## src/rtl/alu_pkg.sv

```systemverilog
// Shared opcode, condition-code and flag-index definitions for the execute stage.
package alu_pkg;

    localparam int unsigned OP_W   = 4;
    localparam int unsigned COND_W = 4;
    localparam int unsigned FLAG_W = 4;

    localparam logic [OP_W-1:0] OP_AND = 4'h0;
    localparam logic [OP_W-1:0] OP_EOR = 4'h1;
    localparam logic [OP_W-1:0] OP_SUB = 4'h2;
    localparam logic [OP_W-1:0] OP_RSB = 4'h3;
    localparam logic [OP_W-1:0] OP_ADD = 4'h4;
    localparam logic [OP_W-1:0] OP_ADC = 4'h5;
    localparam logic [OP_W-1:0] OP_SBC = 4'h6;
    localparam logic [OP_W-1:0] OP_RSC = 4'h7;
    localparam logic [OP_W-1:0] OP_TST = 4'h8;
    localparam logic [OP_W-1:0] OP_TEQ = 4'h9;
    localparam logic [OP_W-1:0] OP_CMP = 4'hA;
    localparam logic [OP_W-1:0] OP_CMN = 4'hB;
    localparam logic [OP_W-1:0] OP_ORR = 4'hC;
    localparam logic [OP_W-1:0] OP_MOV = 4'hD;
    localparam logic [OP_W-1:0] OP_BIC = 4'hE;
    localparam logic [OP_W-1:0] OP_MVN = 4'hF;

    localparam logic [COND_W-1:0] COND_EQ = 4'h0;
    localparam logic [COND_W-1:0] COND_NE = 4'h1;
    localparam logic [COND_W-1:0] COND_CS = 4'h2;
    localparam logic [COND_W-1:0] COND_CC = 4'h3;
    localparam logic [COND_W-1:0] COND_MI = 4'h4;
    localparam logic [COND_W-1:0] COND_PL = 4'h5;
    localparam logic [COND_W-1:0] COND_VS = 4'h6;
    localparam logic [COND_W-1:0] COND_VC = 4'h7;
    localparam logic [COND_W-1:0] COND_HI = 4'h8;
    localparam logic [COND_W-1:0] COND_LS = 4'h9;
    localparam logic [COND_W-1:0] COND_GE = 4'hA;
    localparam logic [COND_W-1:0] COND_LT = 4'hB;
    localparam logic [COND_W-1:0] COND_GT = 4'hC;
    localparam logic [COND_W-1:0] COND_LE = 4'hD;
    localparam logic [COND_W-1:0] COND_AL = 4'hE;
    localparam logic [COND_W-1:0] COND_NV = 4'hF;

    // Flag register layout is {N,Z,C,V}
    localparam int unsigned FLAG_V = 0;
    localparam int unsigned FLAG_C = 1;
    localparam int unsigned FLAG_Z = 2;
    localparam int unsigned FLAG_N = 3;

    // TST/TEQ/CMP/CMN: always set flags, never write a register
    function automatic logic is_test_op(input logic [OP_W-1:0] op);
        return op[3:2] == 2'b10;
    endfunction

endpackage

```

## src/rtl/cond_check.sv

```systemverilog
// ARM condition-field evaluation against the current NZCV flags.
module cond_check
    import alu_pkg::*;
(
    input  logic [COND_W-1:0] cond,
    input  logic [FLAG_W-1:0] flags,
    output logic              pass
);

    logic n, z, c, v;

    always_comb begin
        n    = flags[FLAG_N];
        z    = flags[FLAG_Z];
        c    = flags[FLAG_C];
        v    = flags[FLAG_V];
        pass = 1'b0;
        case (cond)
            COND_EQ: pass = z;
            COND_NE: pass = !z;
            COND_CS: pass = c;
            COND_CC: pass = !c;
            COND_MI: pass = n;
            COND_PL: pass = !n;
            COND_VS: pass = v;
            COND_VC: pass = !v;
            COND_HI: pass = c && !z;
            COND_LS: pass = !c || z;
            COND_GE: pass = (n == v);
            COND_LT: pass = (n != v);
            COND_GT: pass = !z && (n == v);
            COND_LE: pass = z || (n != v);
            COND_AL: pass = 1'b1;
            COND_NV: pass = 1'b0;
        endcase
    end

endmodule

```

## src/rtl/alu_execute.sv

```systemverilog
// Registered ARM data-processing execute stage with NZCV flag register and
// valid/ready output handshake.
module alu_execute
    import alu_pkg::*;
#(
    parameter int unsigned DATA_W = 32,
    parameter int unsigned REG_W  = 4
) (
    input  logic              clk,
    input  logic              resetN,
    input  logic              inValid,
    output logic              inReady,
    input  logic [3:0]        cond,
    input  logic [3:0]        aluOp,
    input  logic              setFlags,
    input  logic [REG_W-1:0]  rdIndex,
    input  logic [DATA_W-1:0] rnData,
    input  logic [DATA_W-1:0] operand2,
    input  logic              shifterCarry,
    output logic              outValid,
    input  logic              outReady,
    output logic [DATA_W-1:0] result,
    output logic [REG_W-1:0]  rdOut,
    output logic              writeEn,
    output logic [3:0]        flags
);

    logic              cond_pass_c;
    logic              accept_c;
    logic              is_test_c;
    logic              is_arith_c;
    logic              invert_c;
    logic              carry_in_c;
    logic [DATA_W-1:0] op_a_c;
    logic [DATA_W-1:0] op_b_c;
    logic [DATA_W-1:0] op_b_eff_c;
    logic [DATA_W:0]   sum_c;
    logic [DATA_W-1:0] alu_res_c;
    logic [3:0]        flags_next_c;

    cond_check u_cond_check (
        .cond  (cond),
        .flags (flags),
        .pass  (cond_pass_c)
    );

    assign inReady   = !outValid || outReady;
    assign accept_c  = inValid && inReady;
    assign is_test_c = is_test_op(aluOp);

    // Operand steering: reverse ops swap A/B, subtracts invert B and pick carry-in
    always_comb begin
        op_a_c     = rnData;
        op_b_c     = operand2;
        invert_c   = 1'b0;
        carry_in_c = 1'b0;
        is_arith_c = 1'b0;
        case (aluOp)
            OP_SUB, OP_CMP: begin
                invert_c   = 1'b1;
                carry_in_c = 1'b1;
                is_arith_c = 1'b1;
            end
            OP_RSB: begin
                op_a_c     = operand2;
                op_b_c     = rnData;
                invert_c   = 1'b1;
                carry_in_c = 1'b1;
                is_arith_c = 1'b1;
            end
            OP_ADD, OP_CMN: is_arith_c = 1'b1;
            OP_ADC: begin
                carry_in_c = flags[FLAG_C];
                is_arith_c = 1'b1;
            end
            OP_SBC: begin
                invert_c   = 1'b1;
                carry_in_c = flags[FLAG_C];
                is_arith_c = 1'b1;
            end
            OP_RSC: begin
                op_a_c     = operand2;
                op_b_c     = rnData;
                invert_c   = 1'b1;
                carry_in_c = flags[FLAG_C];
                is_arith_c = 1'b1;
            end
            default: ;
        endcase
    end

    assign op_b_eff_c = invert_c ? ~op_b_c : op_b_c;
    assign sum_c      = {1'b0, op_a_c} + {1'b0, op_b_eff_c} + (DATA_W+1)'(carry_in_c);

    always_comb begin
        alu_res_c = sum_c[DATA_W-1:0];
        case (aluOp)
            OP_AND, OP_TST: alu_res_c = rnData & operand2;
            OP_EOR, OP_TEQ: alu_res_c = rnData ^ operand2;
            OP_ORR:         alu_res_c = rnData | operand2;
            OP_MOV:         alu_res_c = operand2;
            OP_BIC:         alu_res_c = rnData & ~operand2;
            OP_MVN:         alu_res_c = ~operand2;
            default: ;
        endcase
    end

    // Logical ops take C from the shifter and keep V
    always_comb begin
        flags_next_c         = flags;
        flags_next_c[FLAG_N] = alu_res_c[DATA_W-1];
        flags_next_c[FLAG_Z] = (alu_res_c == '0);
        if (is_arith_c) begin
            flags_next_c[FLAG_C] = sum_c[DATA_W];
            flags_next_c[FLAG_V] = (op_a_c[DATA_W-1] == op_b_eff_c[DATA_W-1]) &&
                                   (alu_res_c[DATA_W-1] != op_a_c[DATA_W-1]);
        end else begin
            flags_next_c[FLAG_C] = shifterCarry;
        end
    end

    always_ff @(posedge clk or negedge resetN) begin
        if (!resetN) begin
            outValid <= 1'b0;
            result   <= '0;
            rdOut    <= '0;
            writeEn  <= 1'b0;
        end else if (accept_c) begin
            outValid <= 1'b1;
            result   <= alu_res_c;
            rdOut    <= rdIndex;
            writeEn  <= cond_pass_c && !is_test_c;
        end else if (outReady) begin
            outValid <= 1'b0;
        end
    end

    always_ff @(posedge clk or negedge resetN) begin
        if (!resetN) begin
            flags <= 4'b0000;
        end else if (accept_c && cond_pass_c && (setFlags || is_test_c)) begin
            flags <= flags_next_c;
        end
    end

endmodule

```

## config.mk

```make
export PLATFORM = sky130hd
export DESIGN_NAME = alu_execute
export DESIGN_NICKNAME = d
export VERILOG_FILES = /design/src/rtl/alu_pkg.sv /design/src/rtl/cond_check.sv /design/src/rtl/alu_execute.sv
export SDC_FILE = /design/constraint.sdc
export NUM_CORES = 1
export LEC_CHECK = 0
export ABC_AREA = 1
export BUFFER_PORTS_ARGS = -buffer_cell sky130_fd_sc_hd__buf_4
export CORE_UTILIZATION = 60
export CTS_BUF_LIST = sky130_fd_sc_hd__clkbuf_8 sky130_fd_sc_hd__clkbuf_16
export DETAILED_ROUTE_END_ITERATION = 7
export PLACE_DENSITY = 0.81
export SLEW_MARGIN = 20
export SYNTH_ARGS = -nofsm -noshare
export SYNTH_HDL_FRONTEND = slang
export SYNTH_SLANG_ARGS = --single-unit
```

## constraint.sdc

```tcl
create_clock -name clk -period 7.4 [get_ports clk]
set_clock_uncertainty 0.2 [all_clocks]
set_input_delay 0.74 -clock clk [delete_from_list [all_inputs] [get_ports clk]]
set_output_delay 0.74 -clock clk [all_outputs]
set_load 0.005 [all_outputs]
```

# Word-level counts from Yosys, hierarchy flattened
# Index checks and enable logic that the tools add are counted.
# classes
addsub,2
eq_ne,35
n_mux,11
n_bitwise,6
reduce_logical,29
# ops
operator,n
$pmux W32 S6,1
$mux W32,3
$and A32 B32 Y32,2
$eq A4 B4 Y1 const B,16
$not A32 Y32,2
$add A32 B32 Y33,1
$add A33 B1 Y33,1
$eq A4 B3 Y1 const B,8
$logic_not A32 Y1,1
$or A32 B32 Y32,1
$xor A32 B32 Y32,1
$eq A4 B2 Y1 const B,4
$pmux W1 S16,1
$eq A4 B1 Y1 const B,2
$logic_not A4 Y1,2
$reduce_or A8 Y1,1
$logic_and A1 B1 Y1,7
$logic_not A1 Y1,6
$reduce_or A2 Y1,3
$reduce_or A3 Y1,2
$mux W1,5
$reduce_or A5 Y1,1
$logic_or A1 B1 Y1,4
$eq A1 B1 Y1,2
other kinds (5),6
# totals
regBits,42
out_inout_bits,43

# Depth between registers and ports, before layout
# Gate-level depths: netlist of run 1.
# logic_depth
ltp_word,10
mapped_depth,26
depth_no_buf,24

# Modules after synthesis
# A second synthesis of run 1 with hierarchy kept.
# hier_totals
cells_unflattened,1272
hier_area_um2,7304.5
# modules_own_cells
mod,n_inst,cells_per_inst,area_per_inst_um2
alu_execute,1,1227,7099.3
cond_check,1,45,205.2

# Worst setup path before layout of run 1
# No wires, ideal clock.
# synth_path
kind,input to register
from,in aluOp[0]
to,reg flags[2]
setup_time_ns,0.065
arrival_ns,3.887
required_ns,7.135
slack_ns,3.248
path_stages,23
path_cell_list,buf_2 > nand2_1 > nor2_1 > clkbuf_1 > clkbuf_1 > o21ai_0 > fa_1 > fa_1 > inv_1 > nand3_1 > nand3_1 > nand2_1 > nand2_1 > nand2_1 > nand3_1 > nand3_1 > nand2_1 > nand3_1 > nor2_1 > nand3_1 > nor2_1 > nand2_1 > nand2_1
# synth_via
elab_chain_cells,9
elab_cells_between_ends,30
# synth_rtl
item,line_no,text
from (decl),alu_execute.sv:14,"input logic [3:0] aluOp,"
$eq A4 B3 Y1 or $eq A4 B2 Y1 (tied branches),alu_execute.sv:58,case (aluOp)
$reduce_or A2 Y1 (no line),--,
$mux W32,alu_execute.sv:58,
$not A32 Y32,alu_execute.sv:92,assign op_b_eff_c = invert_c ? ~op_b_c : op_b_c;
$mux W32,alu_execute.sv:92,
$add A32 B32 Y33,alu_execute.sv:93,"assign sum_c = {1'b0, op_a_c} + {1'b0, op_b_eff_c} + (DATA_W+1)'(carry_in_c);"
$add A33 B1 Y33,alu_execute.sv:93,
$pmux W32 S6 *,alu_execute.sv:97,case (aluOp)
$logic_not A32 Y1 *,alu_execute.sv:112,flags_next_c[FLAG_Z] = (alu_res_c == '0);
to (signal assigned),alu_execute.sv:142,flags <= flags_next_c;
to (decl),alu_execute.sv:25,output logic [3:0] flags
# Mark *: on every way between the ends. The rest lies on a longest branch, timed or not.
# A chain may end at the register's enable or synchronous reset.

# Worst setup path in the final report of run 1
# Ends and elaborated chain as after synthesis.

==> impl_metrics.py, run 1 <==
metrics = {
    "clocking": {
        "ctsHoldBuffers": 0,
        "cts_made_buffers": 5,
        "path_clk_slew_ns": 0.06,
        "clock-sinks": 42,
        "cts_root_buf": "clkbuf_16",
        "post_cts_buffers": 0,
        "cts.htree.levels": 2,
        "clk_latency_ns": 0.29,
        "cts_max_path_buffers": 2,
        "cts_tree": "done",
        "cts-resized-gates": 0,
    },
    "yosys": {
        "synth_async_sr_flop_share": 1.00,
        "synth-xor-area-share": 0.0461,
        "synth_edf_count": 0,
        "synth_mux_area_frac": 0,
        "synth_cell_types": 40,
        "netlist_instances": 1349,
        "synthAdderAreaFrac": 0.112,
        "ys_warn_count": 0,
        "yosysMostFrequentCell": "nand2_1",
        "synth.net_count": 1496,
        "yosys_most_used_dff": "dfrtp_1",
        "synth_top_family_by_area": "simple AND/OR/NAND/NOR gates",
        "yosys.area.top_type_share": 0.236,
        "seq_area_frac_synth": 0.142,
        "ys_ff_latch": 42,
        "synth_compound_area_frac": 0.186,
        "synth_top_area_cell": "nand2_1",
        "ys_top_cells_by_count": "nand2_1, inv_1, o21ai_0",
        "synth_area_leaders": "nand2_1, dfrtp_1, inv_1",
        "netlist_area_sq_mm": 0.00741,
        "syn_avg_cell_area_sq_um": 5.49,
        "yosys.area_share.simple": 0.371,
    },
    "place": {
        "place.gp.congestion": 0.981,
        "placed_area_sq_mm": 0.00839,
        "io_buffers": 124,
        "dp_worst_setup_slack_ns": 2.75,
        "dp_cells": 1585,
        "place_hpwl_mm": 20.2,
    },
    "timing": {
        "period_needed_ns": 4.40,
        "hold_slack_ns": 0.246,
        "fin_ws_ns": 3.00,
        "slew_headroom": 0.359,
        "max_freq_mhz": 227,
        "drv_slew": 0,
        "period_share": 0.595,
        "hold_viol": 0,
        "fin_setup_tns_ns": 0,
        "rsz0062_at_grt": "false",
        "setup_viol_count_final": 0,
        "worst_slew_pin_slew_ns": 0.958,
    },
    "finish": {
        "final_cells": 1593,
        "nFillCells": 1119,
        "drive_gt1_frac": 0.109,
        "multi_input_area_sq_mm": 0.00531,
        "syn2layout_area_growth_pct": 15.6,
        "stdcell_area_sq_mm": 0.00856,
        "final-seq-area_sq_mm": 0.00105,
        "antenna_cells": 0,
        "nets": 1592,
    },
    "setup_path": {
        "path_class": "in -> reg",
        "crit_family": "simple AND/OR/NAND/NOR gates",
        "cp_max_fo": 59,
        "slowest_delay_ns": 0.48,
        "required_ns": 7.44,
        "arrival_ns": 4.44,
        "worstPathCellList": "buf_4 -> nand2_1 -> nor2_4 -> buf_4 -> nand2_1 -> o21ai_0 -> xor2_1 -> fa_1 -> fa_1 -> inv_1 -> nand3_1 -> nand3_1 -> nand2_1 -> nand3_1 -> nand2_1 -> nand3_1 -> nand2_1 -> nor2_1 -> nand2_1 -> nor2_1 -> nand3_1 -> nor2_1 -> nand2_1 -> nand2_1",
        "r2r_cells": 20,
        "crit_path_end_kind": "flop",
        "crit_top_cell": "nand2_1",
        "critPathSlowestCell": "fa_1",
        "crit_path_start_kind": "input port",
        "r2r_slack_ns": 3.89,
        "reg2reg_to": "flags[2]$_DFFE_PN0P_",
        "path_buf_inv": 3,
        "r2r_start": "flags[1]$_DFFE_PN0P_",
    },
    "outcome": {
        "outcome": "finished, final reports clean",
    },
    "global_routing": {
        "grt_pass1_wl_mm": 41.4,
        "grtUsageTotal": 0.412,
        "grt_max_degree": 68,
        "antenna_found_initial": 1,
        "grt_remaining_overflow": 0,
        "grt_pass1_vias": 8324,
    },
    "drt": {
        "wire_per_inst_um": 16.3,
        "routed_wl_mm": 26.0,
        "drtAntennaViolNets": 0,
        "vias": 9071,
        "drt_iter0_drc": 853,
        "vias_per_cell": 5.69,
        "dr.pass1.iters": 5,
        "route.detailed.drc": 0,
    },
    "power_and_ir_drop": {
        "peakVddDrop_mv": 0.125,
        "leakagePower_nw": 4.84,
        "power_density_mw_per_mm2": 173,
    },
    "die": {
        "ios": 125,
        "dieArea_sq_mm": 0.0128,
        "dieHeight_um": 113,
        "die_x_um": 113,
        "start_util": 0.617,
        "coreArea_sq_mm": 0.0120,
        "num_rows": 40,
    },
    "min_path": {
        "hold_class": "in -> async",
    },
    "run": {
        "maxCapViolCount": 0,
    },
}
## worst register-to-register path, stage by stage (launching register included)
cell and delay (ns):
dfrtp_1 0.38, inv_1 0.13, nor4_1 0.24, a31oi_1 0.11, fa_1 0.49, fa_1 0.48, inv_1 0.11, nand3_1 0.07
nand3_1 0.13, nand2_1 0.09, nand3_1 0.15, nand2_1 0.08, nand3_1 0.10, nand2_1 0.06, nor2_1 0.15, nand2_1 0.07
nor2_1 0.10, nand3_1 0.11, nor2_1 0.10, nand2_1 0.06, nand2_1 0.05
## through the flow
step | utilization | total power (W)
detailed placement | 0.699 | 0.00120
CTS | 0.713 | 0.00146
finish | 0.713 | 0.00148
global placement | 0.699 | 0.00119
floorplan | - | 0.000875
global route | 0.713 | 0.00160
## worst max-delay path by stage
stage | start | endpoint | slack (ns) | cells past startpoint
2_1_floorplan | aluOp[0] | flags[2]$_DFFE_PN0P_ | 3.25 | 23
3_3_place_gp | aluOp[0] | flags[2]$_DFFE_PN0P_ | 2.85 | 24
3_5_place_dp | aluOp[0] | flags[2]$_DFFE_PN0P_ | 2.75 | 24
4_1_cts | aluOp[0] | flags[2]$_DFFE_PN0P_ | 3.04 | 24
5_1_grt | aluOp[0] | flags[2]$_DFFE_PN0P_ | 2.59 | 24
6_report | aluOp[0] | flags[2]$_DFFE_PN0P_ | 3.00 | 24
## final cells by class
type	instances	share of cell area
timing repair buffer	132	0.116
tap	147	0.0215
multi-input combinational	1035	0.620
clock buffer	5	0.0146
sequential	42	0.123
clock inverter	3	0.00468
inverter	229	0.100
## placed cells by master, fill, tap and decap left out, types with 3 or more instances in the layout
cell type / instances
nand3b_1: 3
nand2_1: 465
o21ai_1: 4
xor2_1: 39
clkbuf_16: 5
and2_1: 3
o22ai_1: 8
o211ai_1: 18
dfrtp_1: 42
nand3_1: 67
inv_1: 227
nand2_2: 3
a21oi_1: 44
nand4_1: 8
ha_1: 63
o21ai_0: 137
or2_2: 6
a31oi_1: 25
nor3_1: 10
nor2_1: 109
nor4_1: 3
buf_4: 132
## state kept, by name, summed over array words and instances, names as in the netlist
signal and cells:
writeEn 1, rdOut 4, outValid 1, result 32, flags 4
## power breakdown
group          leakage, nW  switching [W]  total [W]  internal, W
sequential           0.490      0.0000420   0.000328     0.000286
clock               0.0836       0.000101   0.000259     0.000158
combinational         4.27       0.000553   0.000889     0.000336
## cells by family (layout without fill, tap and decap cells)
| logic type | after synthesis | after routing |
|---|---|---|
| AOI/OAI and AO/OA | 248 | 248 |
| buffers and inverters | 272 | 369 |
| xor gates and xnor gates | 39 | 39 |
| and+or+nand+nor | 683 | 683 |
| adders and majority gates | 65 | 65 |
| DFF | 42 | 42 |
## metal layers
| layer | GRT usage | vias to the layer above | part of all wire |
|---|---|---|---|
| li1 | - | 4474 | - |
| met1 | 0.497 | 4035 | 0.40 |
| met2 | 0.693 | 455 | 0.45 |
| met3 | 0.0755 | 105 | 0.090 |
| met4 | 0.229 | 2 | 0.056 |
| met5 | 0 | - | 0.00050 |
No activity file was read; power rests on OpenSTA's default activity.
==> inputs of run 2 (changes only) <==
Settings changed: ABC_AREA 1 to 0, CORE_UTILIZATION 60 to 59, PLACE_DENSITY 0.81 to 0.8.
Clock period 7.4 ns to 4.18 ns, I/O delays scaled along.
==> impl_metrics.py, run 2 <==
metrics = {
    "clocking": {
        "cts_max_path_buffers": 2,
        "path_clk_slew_ns": 0.06,
        "clk_latency_ns": 0.29,
        "cts_root_buf": "clkbuf_16",
        "cts_tree": "done",
        "clock-sinks": 42,
        "cts_made_buffers": 5,
        "cts.htree.levels": 2,
    },
    "die": {
        "die_x_um": 113,
        "num_rows": 40,
        "dieHeight_um": 113,
        "start_util": 0.606,
        "coreArea_sq_mm": 0.0120,
        "ios": 125,
        "dieArea_sq_mm": 0.0128,
    },
    "place": {
        "dp_cells": 1330,
        "place_hpwl_mm": 20.5,
        "place.gp.congestion": 0.999,
        "io_buffers": 124,
    },
    "setup_path": {
        "cp_max_fo": 4,
        "arrival_ns": 3.98,
        "required_ns": 4.20,
        "path_class": "reg -> reg",
        "crit_path_start_kind": "flop",
        "crit_path_end_kind": "flop",
    },
    "global_routing": {
        "grt_remaining_overflow": 0,
        "grt_max_degree": 57,
        "grtUsageTotal": 0.411,
        "grt_pass1_vias": 8210,
        "antenna_found_initial": 0,
        "grt_pass1_wl_mm": 41.3,
    },
    "finish": {
        "multi_input_area_sq_mm": 0.00574,
        "antenna_cells": 0,
        "reg.largest.list": "result (32), flags (4), rdOut (4)",
        "largest_register_ffs": 32,
        "nFillCells": 987,
        "final-seq-area_sq_mm": 0.00105,
        "nets": 1339,
        "mostFrequentLayoutCell": "buf_4",
        "final_cell_mix": "buf_4, a21oi_1, nand2_1",
        "drive_gt1_frac": 0.241,
        "syn2layout_area_growth_pct": 25.4,
        "max_flop_register": "result",
        "final_cells": 1339,
    },
    "yosys": {
        "synth_edf_count": 0,
        "ys_ff_latch": 42,
        "netlist_area_sq_mm": 0.00728,
        "yosysMostFrequentCell": "a21oi_1",
        "synth_area_leaders": "dfrtp_1, ha_1, a21oi_1",
        "ys_warn_count": 0,
        "synth_top_area_cell": "dfrtp_1",
        "netlist_instances": 1046,
        "yosys.area.top_type_share": 0.144,
        "ys_top_cells_by_count": "a21oi_1, nand2_1, nor2_1",
        "synth.net_count": 1193,
        "syn_avg_cell_area_sq_um": 6.96,
        "synth_async_sr_flop_share": 1.00,
        "synth_cell_types": 81,
        "yosys_most_used_dff": "dfrtp_1",
        "seq_area_frac_synth": 0.144,
    },
    "outcome": {
        "outcome": "finished, final reports clean",
    },
    "timing": {
        "drv_slew": 0,
        "slew_headroom": 0.570,
        "setup_viol_count_final": 0,
        "worst_slew_pin_slew_ns": 0.645,
        "fin_setup_tns_ns": 0,
        "max_freq_mhz": 253,
        "period_needed_ns": 3.96,
        "period_share": 0.947,
        "hold_viol": 0,
        "hold_slack_ns": 0.149,
    },
    "power_and_ir_drop": {
        "power_density_mw_per_mm2": 324,
        "leakagePower_nw": 4.35,
        "p_total_w": 0.00296,
        "peakVddDrop_mv": 0.275,
    },
    "drt": {
        "dr.pass1.iters": 6,
        "vias": 8687,
        "route.detailed.drc": 0,
        "drt_iter0_drc": 839,
        "vias_per_cell": 6.49,
        "routed_wl_mm": 26.1,
        "drtAntennaViolNets": 0,
        "wire_per_inst_um": 19.5,
    },
    "run": {
        "maxCapViolCount": 0,
    },
    "min_path": {
        "hold_class": "in -> reg",
    },
}
==> run 2: cell types whose count changed in the layout (fill, tap and decap cells not counted), sizes merged, moves of 23 or more <==
cell	delta
inv	-149
nand2	-356
a21oi	+72
buf	+81
nand3	-43
nor2	-23
o21ai	-44
==> run 2: worst max-delay path: stages, from the launching register on <==
cell       delay, ns
dfrtp_1         0.38
inv_1           0.17
a21oi_1         0.09
nor2_1          0.09
nor2_1          0.06
a31oi_2         0.28
fa_2            0.29
buf_4           0.12
nor2b_4         0.04
o31a_2          0.35
buf_12          0.15
o2111ai_2       0.20
nand2_2         0.11
or4_1           0.39
and3_1          0.21
a2111o_1        0.36
nor4_2          0.14
nand4_1         0.12
o21ai_1         0.13
==> run 2: layout make-up <==
| cell class | count | area share |
|---|---|---|
| clock inverters | 1 | 0.00329 |
| repair buffers | 214 | 0.185 |
| multi-input cells | 850 | 0.629 |
| clock buffers | 6 | 0.0152 |
| flip-flops and latches | 42 | 0.115 |
| inverters | 79 | 0.0325 |
| well taps | 147 | 0.0202 |
==> run 2: timing repair <==
action                                  CTS  global route
endpoints found under the setup margin    0             2
resized for setup                         0            10
hold buffers                              1             0
buffers inserted                          0             1
endpoints found under the hold margin    42             0
==> run 2: per-stage QoR <==
| stage | worst slack (ns) | utilization | area (sq um) |
|---|---|---|---|
| final | 0.223 | 0.760 | 9130 |
| after CTS | 0.0727 | 0.755 | 9070 |
| after global placement | -0.0955 | 0.740 | 8890 |
| after detailed placement | -0.126 | 0.740 | 8890 |
| after floorplan | -0.0830 | - | 7420 |
| after global routing | -0.0138 | 0.760 | 9130 |
==> run 2: metal layers <==
metal	vias to the layer above	global-route usage	routed length, um
li1	4110	-	-
met1	4039	0.496	10200
met2	427	0.681	12100
met3	111	0.0498	1850
met4	0	0.287	1960
met5	-	0	0
==> run 2: logic make-up after synthesis <==
kind of cell	Yosys count	share of synthesized area
XOR/XNOR	60	0.0722
AO/OA/AOI/OAI	377	0.334
flip-flops	42	0.144
buffers and inverters	154	0.0836
adder cells (fa/ha/maj)	65	0.114
AND/OR/NAND/NOR	321	0.212
multiplexers	27	0.0408
==> run 2: worst paths after layout <==
kind / start / end / slack, ns / cells past startpoint
setup / recovery: flags[1]$_DFFE_PN0P_ / flags[2]$_DFFE_PN0P_ / 0.22 / 18
hold / removal: inValid / outValid$_DFFE_PN0P_ / 0.15 / 2
setup reg to reg: flags[1]$_DFFE_PN0P_ / flags[2]$_DFFE_PN0P_ / 0.22 / 18
hold reg to reg: result[0]$_DFFE_PN0P_ / result[0]$_DFFE_PN0P_ / 0.28 / 1
max in group asynchronous: resetN / rdOut[3]$_DFFE_PN0P_ / 2.94 / 2
min in group asynchronous: resetN / flags[3]$_DFFE_PN0P_ / 0.45 / 2
==> run 2: where the power goes <==
part / internal [W] / switching (W) / total, W
Sequential: 0.000528 / 0.0000750 / 0.000603
Combinational: 0.000864 / 0.00104 / 0.00190
Clock: 0.000295 / 0.000157 / 0.000452
